==> config.mk <==
export PLATFORM = sky130hd
export DESIGN_NAME = hc4_prog_loader
export DESIGN_NICKNAME = d
export VERILOG_FILES = /design/src/rtl/hc4_prog_loader.sv
export SDC_FILE = /design/constraint.sdc
export NUM_CORES = 1
export LEC_CHECK = 0
export CAP_MARGIN = 5
export CORE_AREA = 8 8 92 94
export CTS_CLUSTER_SIZE = 24
export DETAILED_ROUTE_END_ITERATION = 7
export DIE_AREA = 0 0 100 102
export GPL_TIMING_DRIVEN = 0
export PLACE_DENSITY = 0.59
export SYNTH_ARGS = -nofsm -noshare
export SYNTH_HDL_FRONTEND = slang
export SYNTH_SLANG_ARGS = --single-unit
==> constraint.sdc <==
create_clock -name clk -period 2.8 [get_ports clk]
set_input_delay 0.56 -clock clk [delete_from_list [all_inputs] [get_ports clk]]
set_output_delay 0.56 -clock clk [all_outputs]
set_load 0.05 [all_outputs]
==> src/rtl/hc4_prog_loader.sv <==
// hc4_prog_loader: boot-time program loader for the hc4 core.
// Accepts a framed byte stream (A5, LEN_H, LEN_L, N data bytes [, CSUM]) on a
// valid/ready interface, writes the data bytes into the 4096x8 program memory
// and holds the core in reset until a complete, valid frame has been loaded.
// Optional feature macro: HC4_LOADER_CSUM_EN (adds the trailing checksum byte
// and its check; without it the Nth data byte completes the frame).
// ADDR_W must stay 12 so the frame length field covers the whole memory.

module hc4_prog_loader #(
   parameter int ADDR_W = 12,
   parameter int DATA_W = 8
) (
   input  logic              clk,
   input  logic              Reset,
   input  logic [DATA_W-1:0] rx_data,
   input  logic              rx_valid,
   output logic              rx_ready,
   output logic [ADDR_W-1:0] pm_addr,
   output logic [DATA_W-1:0] pm_wdata,
   output logic              pm_we,
   output logic              cpu_nReset,
   output logic              load_busy,
   output logic              load_done,
   output logic              load_err
);

   typedef enum logic [2:0] {
      ST_SYNC = 3'd0,
      ST_LENH = 3'd1,
      ST_LENL = 3'd2,
      ST_DATA = 3'd3,
`ifdef HC4_LOADER_CSUM_EN
      ST_CSUM = 3'd4,
`endif
      ST_DONE = 3'd5,
      ST_ERR  = 3'd6
   } state_t;

`ifdef HC4_LOADER_CSUM_EN
   // Running 8-bit additive checksum: a frame is good when sum + CSUM wraps to zero.
   function automatic logic [7:0] csum_add(input logic [7:0] acc, input logic [7:0] b);
      csum_add = acc + b;
   endfunction
`endif

   state_t            state_q, state_d;
   logic [3:0]        lenh_q, lenh_d;
   logic [ADDR_W-1:0] cnt_q, cnt_d;
   logic [12:0]       rem_q, rem_d;       // bytes still to write; 13 bits so N=4096 fits
`ifdef HC4_LOADER_CSUM_EN
   logic [7:0]        sum_q, sum_d;
`endif
   logic [ADDR_W-1:0] pm_addr_q, addr_d;
   logic [DATA_W-1:0] pm_wdata_q, wdata_d;
   logic              pm_we_q, we_d;
   logic              rx_ready_q, ready_d;
   logic              busy_q, busy_d;
   logic              done_q, done_d;
   logic              err_q, err_d;
   logic              cpu_nreset_q;
   logic              accept_s;
   logic [11:0]       len_s;

   assign accept_s = rx_valid && rx_ready_q;
   assign len_s    = {lenh_q, rx_data[7:0]};

   // Next-state, write-port and status decode for one accepted byte.
   always_comb begin
      state_d = state_q;
      lenh_d  = lenh_q;
      cnt_d   = cnt_q;
      rem_d   = rem_q;
`ifdef HC4_LOADER_CSUM_EN
      sum_d   = sum_q;
`endif
      addr_d  = pm_addr_q;
      wdata_d = pm_wdata_q;
      we_d    = 1'b0;
      if (accept_s) begin
         case (state_q)
            ST_SYNC: begin
               if (rx_data == 8'hA5) begin
                  state_d = ST_LENH;
               end else begin
                  state_d = ST_SYNC;
               end
            end
            ST_LENH: begin
               if (rx_data[7:4] != 4'd0) begin
                  state_d = ST_ERR;
               end else begin
                  lenh_d  = rx_data[3:0];
                  state_d = ST_LENL;
               end
            end
            ST_LENL: begin
               cnt_d   = {ADDR_W{1'b0}};
               // A zero length field encodes a full 4096-byte image.
               rem_d   = (len_s == 12'd0) ? 13'h1000 : {1'b0, len_s};
`ifdef HC4_LOADER_CSUM_EN
               sum_d   = 8'd0;
`endif
               state_d = ST_DATA;
            end
            ST_DATA: begin
               we_d    = 1'b1;
               addr_d  = cnt_q;
               wdata_d = rx_data;
               cnt_d   = cnt_q + {{(ADDR_W-1){1'b0}}, 1'b1};
               rem_d   = rem_q - 13'd1;
`ifdef HC4_LOADER_CSUM_EN
               sum_d   = csum_add(sum_q, rx_data[7:0]);
`endif
               if (rem_q == 13'd1) begin
`ifdef HC4_LOADER_CSUM_EN
                  state_d = ST_CSUM;
`else
                  state_d = ST_DONE;
`endif
               end else begin
                  state_d = ST_DATA;
               end
            end
`ifdef HC4_LOADER_CSUM_EN
            ST_CSUM: begin
               if (csum_add(sum_q, rx_data[7:0]) == 8'd0) begin
                  state_d = ST_DONE;
               end else begin
                  state_d = ST_ERR;
               end
            end
`endif
            ST_DONE: begin
               state_d = ST_DONE;
            end
            ST_ERR: begin
               if (rx_data == 8'hA5) begin
                  state_d = ST_LENH;
               end else begin
                  state_d = ST_ERR;
               end
            end
            default: begin
               state_d = ST_SYNC;
            end
         endcase
      end else begin
         state_d = state_q;
      end

      // Status outputs are a pure function of the state being entered.
      ready_d = 1'b1;
      busy_d  = 1'b0;
      done_d  = 1'b0;
      err_d   = 1'b0;
      case (state_d)
         ST_LENH, ST_LENL, ST_DATA: busy_d = 1'b1;
`ifdef HC4_LOADER_CSUM_EN
         ST_CSUM: busy_d = 1'b1;
`endif
         ST_DONE: begin
            ready_d = 1'b0;
            done_d  = 1'b1;
         end
         ST_ERR:  err_d = 1'b1;
         default: busy_d = 1'b0;
      endcase
   end

   // Frame state machine with all outputs registered.
   always_ff @(posedge clk or posedge Reset) begin
      if (Reset) begin
         state_q      <= ST_SYNC;
         lenh_q       <= 4'd0;
         cnt_q        <= {ADDR_W{1'b0}};
         rem_q        <= 13'd0;
`ifdef HC4_LOADER_CSUM_EN
         sum_q        <= 8'd0;
`endif
         pm_addr_q    <= {ADDR_W{1'b0}};
         pm_wdata_q   <= {DATA_W{1'b0}};
         pm_we_q      <= 1'b0;
         rx_ready_q   <= 1'b1;
         busy_q       <= 1'b0;
         done_q       <= 1'b0;
         err_q        <= 1'b0;
         cpu_nreset_q <= 1'b0;
      end else begin
         state_q      <= state_d;
         lenh_q       <= lenh_d;
         cnt_q        <= cnt_d;
         rem_q        <= rem_d;
`ifdef HC4_LOADER_CSUM_EN
         sum_q        <= sum_d;
`endif
         pm_addr_q    <= addr_d;
         pm_wdata_q   <= wdata_d;
         pm_we_q      <= we_d;
         rx_ready_q   <= ready_d;
         busy_q       <= busy_d;
         done_q       <= done_d;
         err_q        <= err_d;
         cpu_nreset_q <= done_d;
      end
   end

   assign rx_ready   = rx_ready_q;
   assign pm_addr    = pm_addr_q;
   assign pm_wdata   = pm_wdata_q;
   assign pm_we      = pm_we_q;
   assign cpu_nReset = cpu_nreset_q;
   assign load_busy  = busy_q;
   assign load_done  = done_q;
   assign load_err   = err_q;

endmodule

==> results by group, run 1 <==
Clock network
  – CTS clk-pin slew, worst paths: about 70 ps
  – Post-CTS resize count: 0
  – Clock Sinks: 57
  – Clk_lat worst skew: 340 ps
  – Hold Buf Count CTS: 0
  – CTS tree: yes
  – CTS buffer count: 9
  – Root Buffer: clkbuf_8
  – CTS H-tree lvls: 3
  – Setup Buffers After CTS: 0
  – Longest Clk Path Bufs: 2

Finish
  – Syn-to-layout area delta: 28.49%
  – Most frequent cells in the layout: nand2_1, dfrtp_1, clkdlybuf4s50_1
  – Layout Utilization: 0.4988
  – Final nets: 362
  – ANT cells: 0
  – Layout cells sized above 1: 0.08499
  – Commonest non-fill, non-tap cell in the layout: nand2_1

Power and ir drop
  – Leakage Power: 1.539 nW
  – Total power: approximately 3.8 mW
  – Pwr per Cell Area: 1074 nW/um^2
  – Max IR drop VDD: between 0.0004 and 0.0005 V

Worst setup path
  – Crit end category: flip-flop
  – Cell Chain, Critical Path: clkdlybuf4s50_1 -> or4_4 -> nor2_4 -> o211ai_1 -> a211o_1 -> and3_1
  – CP arrival: 2520 ps
  – Crit path buffers/inverters: 1
  – Setup Crit Path Kind: input pin to flip-flop
  – Worst stage delay on the critical path: 620 ps
  – Worst setup SP type: input pin
  – CP top delay family: simple AND/OR/NAND/NOR gates
  – Critical path peak fanout: 5
  – CP required: between 3000 and 4000 ps
  – CP max stage cell: or4_4

Logic synthesis
  – Post-synthesis cell area: ~2700 um^2
  – #FFs+latches synth: 57
  – Sequential fraction of the synthesis area: 0.5210
  – Post-synthesis area per instance: between 9 and 10 um^2
  – Top post-synthesis cells by area: dfrtp_1, nand2_1, o21ai_0
  – Synth unique cells: 50
  – Syn. warnings: 0
  – Area leader, netlist: dfrtp_1
  – Syn_nets: between 300 and 400
  – Yosys top cell area share: 0.5114
  – Syn Inst Count: 300
  – EDFF count, synth: 0
  – Fraction of registers with async set/reset: 1.000
  – Dominant synthesized flop cell: dfrtp_1

Die
  – Die H: 102 um
  – Die W: approximately 100 um
  – Die area: approximately 10000 um^2
  – Io pins: 37
  – CORE AREA: approximately 7000 um^2
  – Initial core utilization: 0.3882
  – Num rows: 31

Timing
  – Worst slew pin tran: 536.5 ps
  – Final Max Tran Viols: 0
  – Final worst slack: 506.5 ps
  – Final Setup Violations: 0
  – Clock Skew: 9.353 ps
  – Max-slew headroom: 0.6410
  – Fmax: 436.0 MHz
  – WHS: 474.6 ps
  – RSZ-0062 raised after global routing: no
  – Final Hold Viols: 0
  – Post-route setup TNS: 0 ps
  – Fin crit period: ~2300 ps
  – Post-route clock period utilization: 0.8191

Drt
  – Routed wire length: 6.645 mm
  – Vias/cell: 5.159
  – Drt first pass iters: 4
  – DRC Markers: 0
  – Via count: 2332
  – 1st-iter DRT viols: 104
  – Wire length per cell: about 15 um
  – Final ANT Viol Nets: 0

Place
  – Number of port buffers: 36
  – Detailed-placement wirelength estimate: 4.748 mm
  – Post-place setup slack: 141.7 ps
  – GP Congestion: 0.8654

Global route
  – Initial antenna violation count: 0
  – Gr ovfl total: 0
  – Vias in the first global route: 2287
  – Largest net degree at the start of global routing: 39
  – Overall Global Routing Usage: 0.1422
  – First-pass GRT wire length: 11.28 mm

Outcome
  – Outcome: completed

Job
  – Max_cap viols: 0

Hold path
  – Hold Path Class: flip-flop to flip-flop
-- final cells by class --
type	count	area (um^2)
Tap cell	99	123.9
Sequential cell	57	1428
Buffer	12	50.05
Clock buffer	11	151.4
Multi-Input combinational cell	220	1221
Clock inverter	5	125.1
Timing Repair Buffer	37	380.4
Fill cell	706	3538
Inverter	11	41.29
-- worst register-to-register path: stages (launching register included) --
cell and delay (ps):
dfrtp_1 330, buf_2 200, and4b_1 310, nand2_1 210, clkinv_1 250, clkbuf_1 410
nand2_1 110, nand2_1 80
-- flip-flops by register name, indices dropped and copies added (netlist names) --
register	cells
load_err	1
state_q	3
pm_addr	12
lenh_q	4
pm_wdata	8
pm_we	1
rem_q	13
cpu_nReset	1
load_busy	1
rx_ready	1
cnt_q	12
-- power by group --
part | total [mW] | leakage [nW] | switching (mW) | internal (mW)
registers | 1.25 | 0.735 | 0.195 | 1.06
logic | 1.47 | 0.664 | 0.968 | 0.497
clock network | 1.06 | 0.140 | 0.335 | 0.728
total | 3.78 | 1.54 | 1.50 | 2.28
-- logic make-up (layout without fill, tap and decap cells) --
| family | count (synthesis) | in the layout | synth area share |
|---|---|---|---|
| buf+inv | 23 | 76 | 0.03333 |
| mux | 5 | 5 | 0.02009 |
| xor+xnor | 4 | 4 | 0.01279 |
| simple gates | 145 | 145 | 0.2598 |
| flops | 57 | 57 | 0.5210 |
| compound gates | 63 | 63 | 0.1393 |
| fa+ha+maj | 3 | 3 | 0.01370 |
-- routing by layer --
layer	share of wire	routed length (um)	GRT usage
met5	0	0	0
met4	0.012	82	0.05000
met3	0.060	401	0.05109
met2	0.49	3241	0.2386
met1	0.44	2920	0.1642
-- worst paths after layout --
path	start	end	slack (ps)	depth (start not counted)
min in group asynchronous	Reset	pm_addr[10]	540	2
worst max register to register	state_q[1]	pm_wdata[2]	840	7
worst max-delay path	rx_data[3]	load_err	510	6
max in group asynchronous	Reset	rem_q[11]	1700	3
worst min register to register	pm_addr[8]	pm_addr[8]	470	2
worst min-delay path	pm_addr[8]	pm_addr[8]	470	2
-- cell usage after synthesis, types with 2 or more instances --
master and n:
nand2_1 75, nor2b_1 4, o21a_1 2, nand4_1 5, mux2_2 4, nor4_1 5
or4_1 2, dfrtp_1 56, and2_1 3, nor2_1 16, o21ai_0 21, nand2b_1 2
nor3_1 3, nor3_2 2, nand3_1 6, a32oi_1 2, o22ai_1 3, nor3b_1 2
ha_1 3, a31oi_1 2, xnor2_1 3, and3_1 5, nand3b_1 2, inv_1 10
o22a_1 3, clkbuf_1 9, a21oi_1 19, nand4b_1 2, or3_1 7, o31a_1 2
-- metrics by stage --
stage	instances	area, um^2
3_3_place_gp	435	3224
4_1_cts	452	3521
2_1_floorplan	300	2740
6_report	452	3521
5_1_grt	452	3521
3_5_place_dp	436	3244
No activity file was read; power rests on OpenSTA's default activity.
==> inputs of run 2 (changes only) <==
- clock period: 2.8 -> 2.3 ns (I/O delays scaled with it)
==> results of run 2 <==
Same layout as run 1 (identical final DEF). Status: completed.
Main changes from that run: setup slack after placement 141.7 ps -> -258.3 ps; setup slack after layout 506.5 ps -> 106.5 ps; hold slack 474.6 ps -> 438.1 ps; register-to-register setup slack 840 ps -> 340 ps; total power 3.780 mW -> 4.602 mW; worst IR drop on VDD 0.0004728 V -> 0.0005755 V
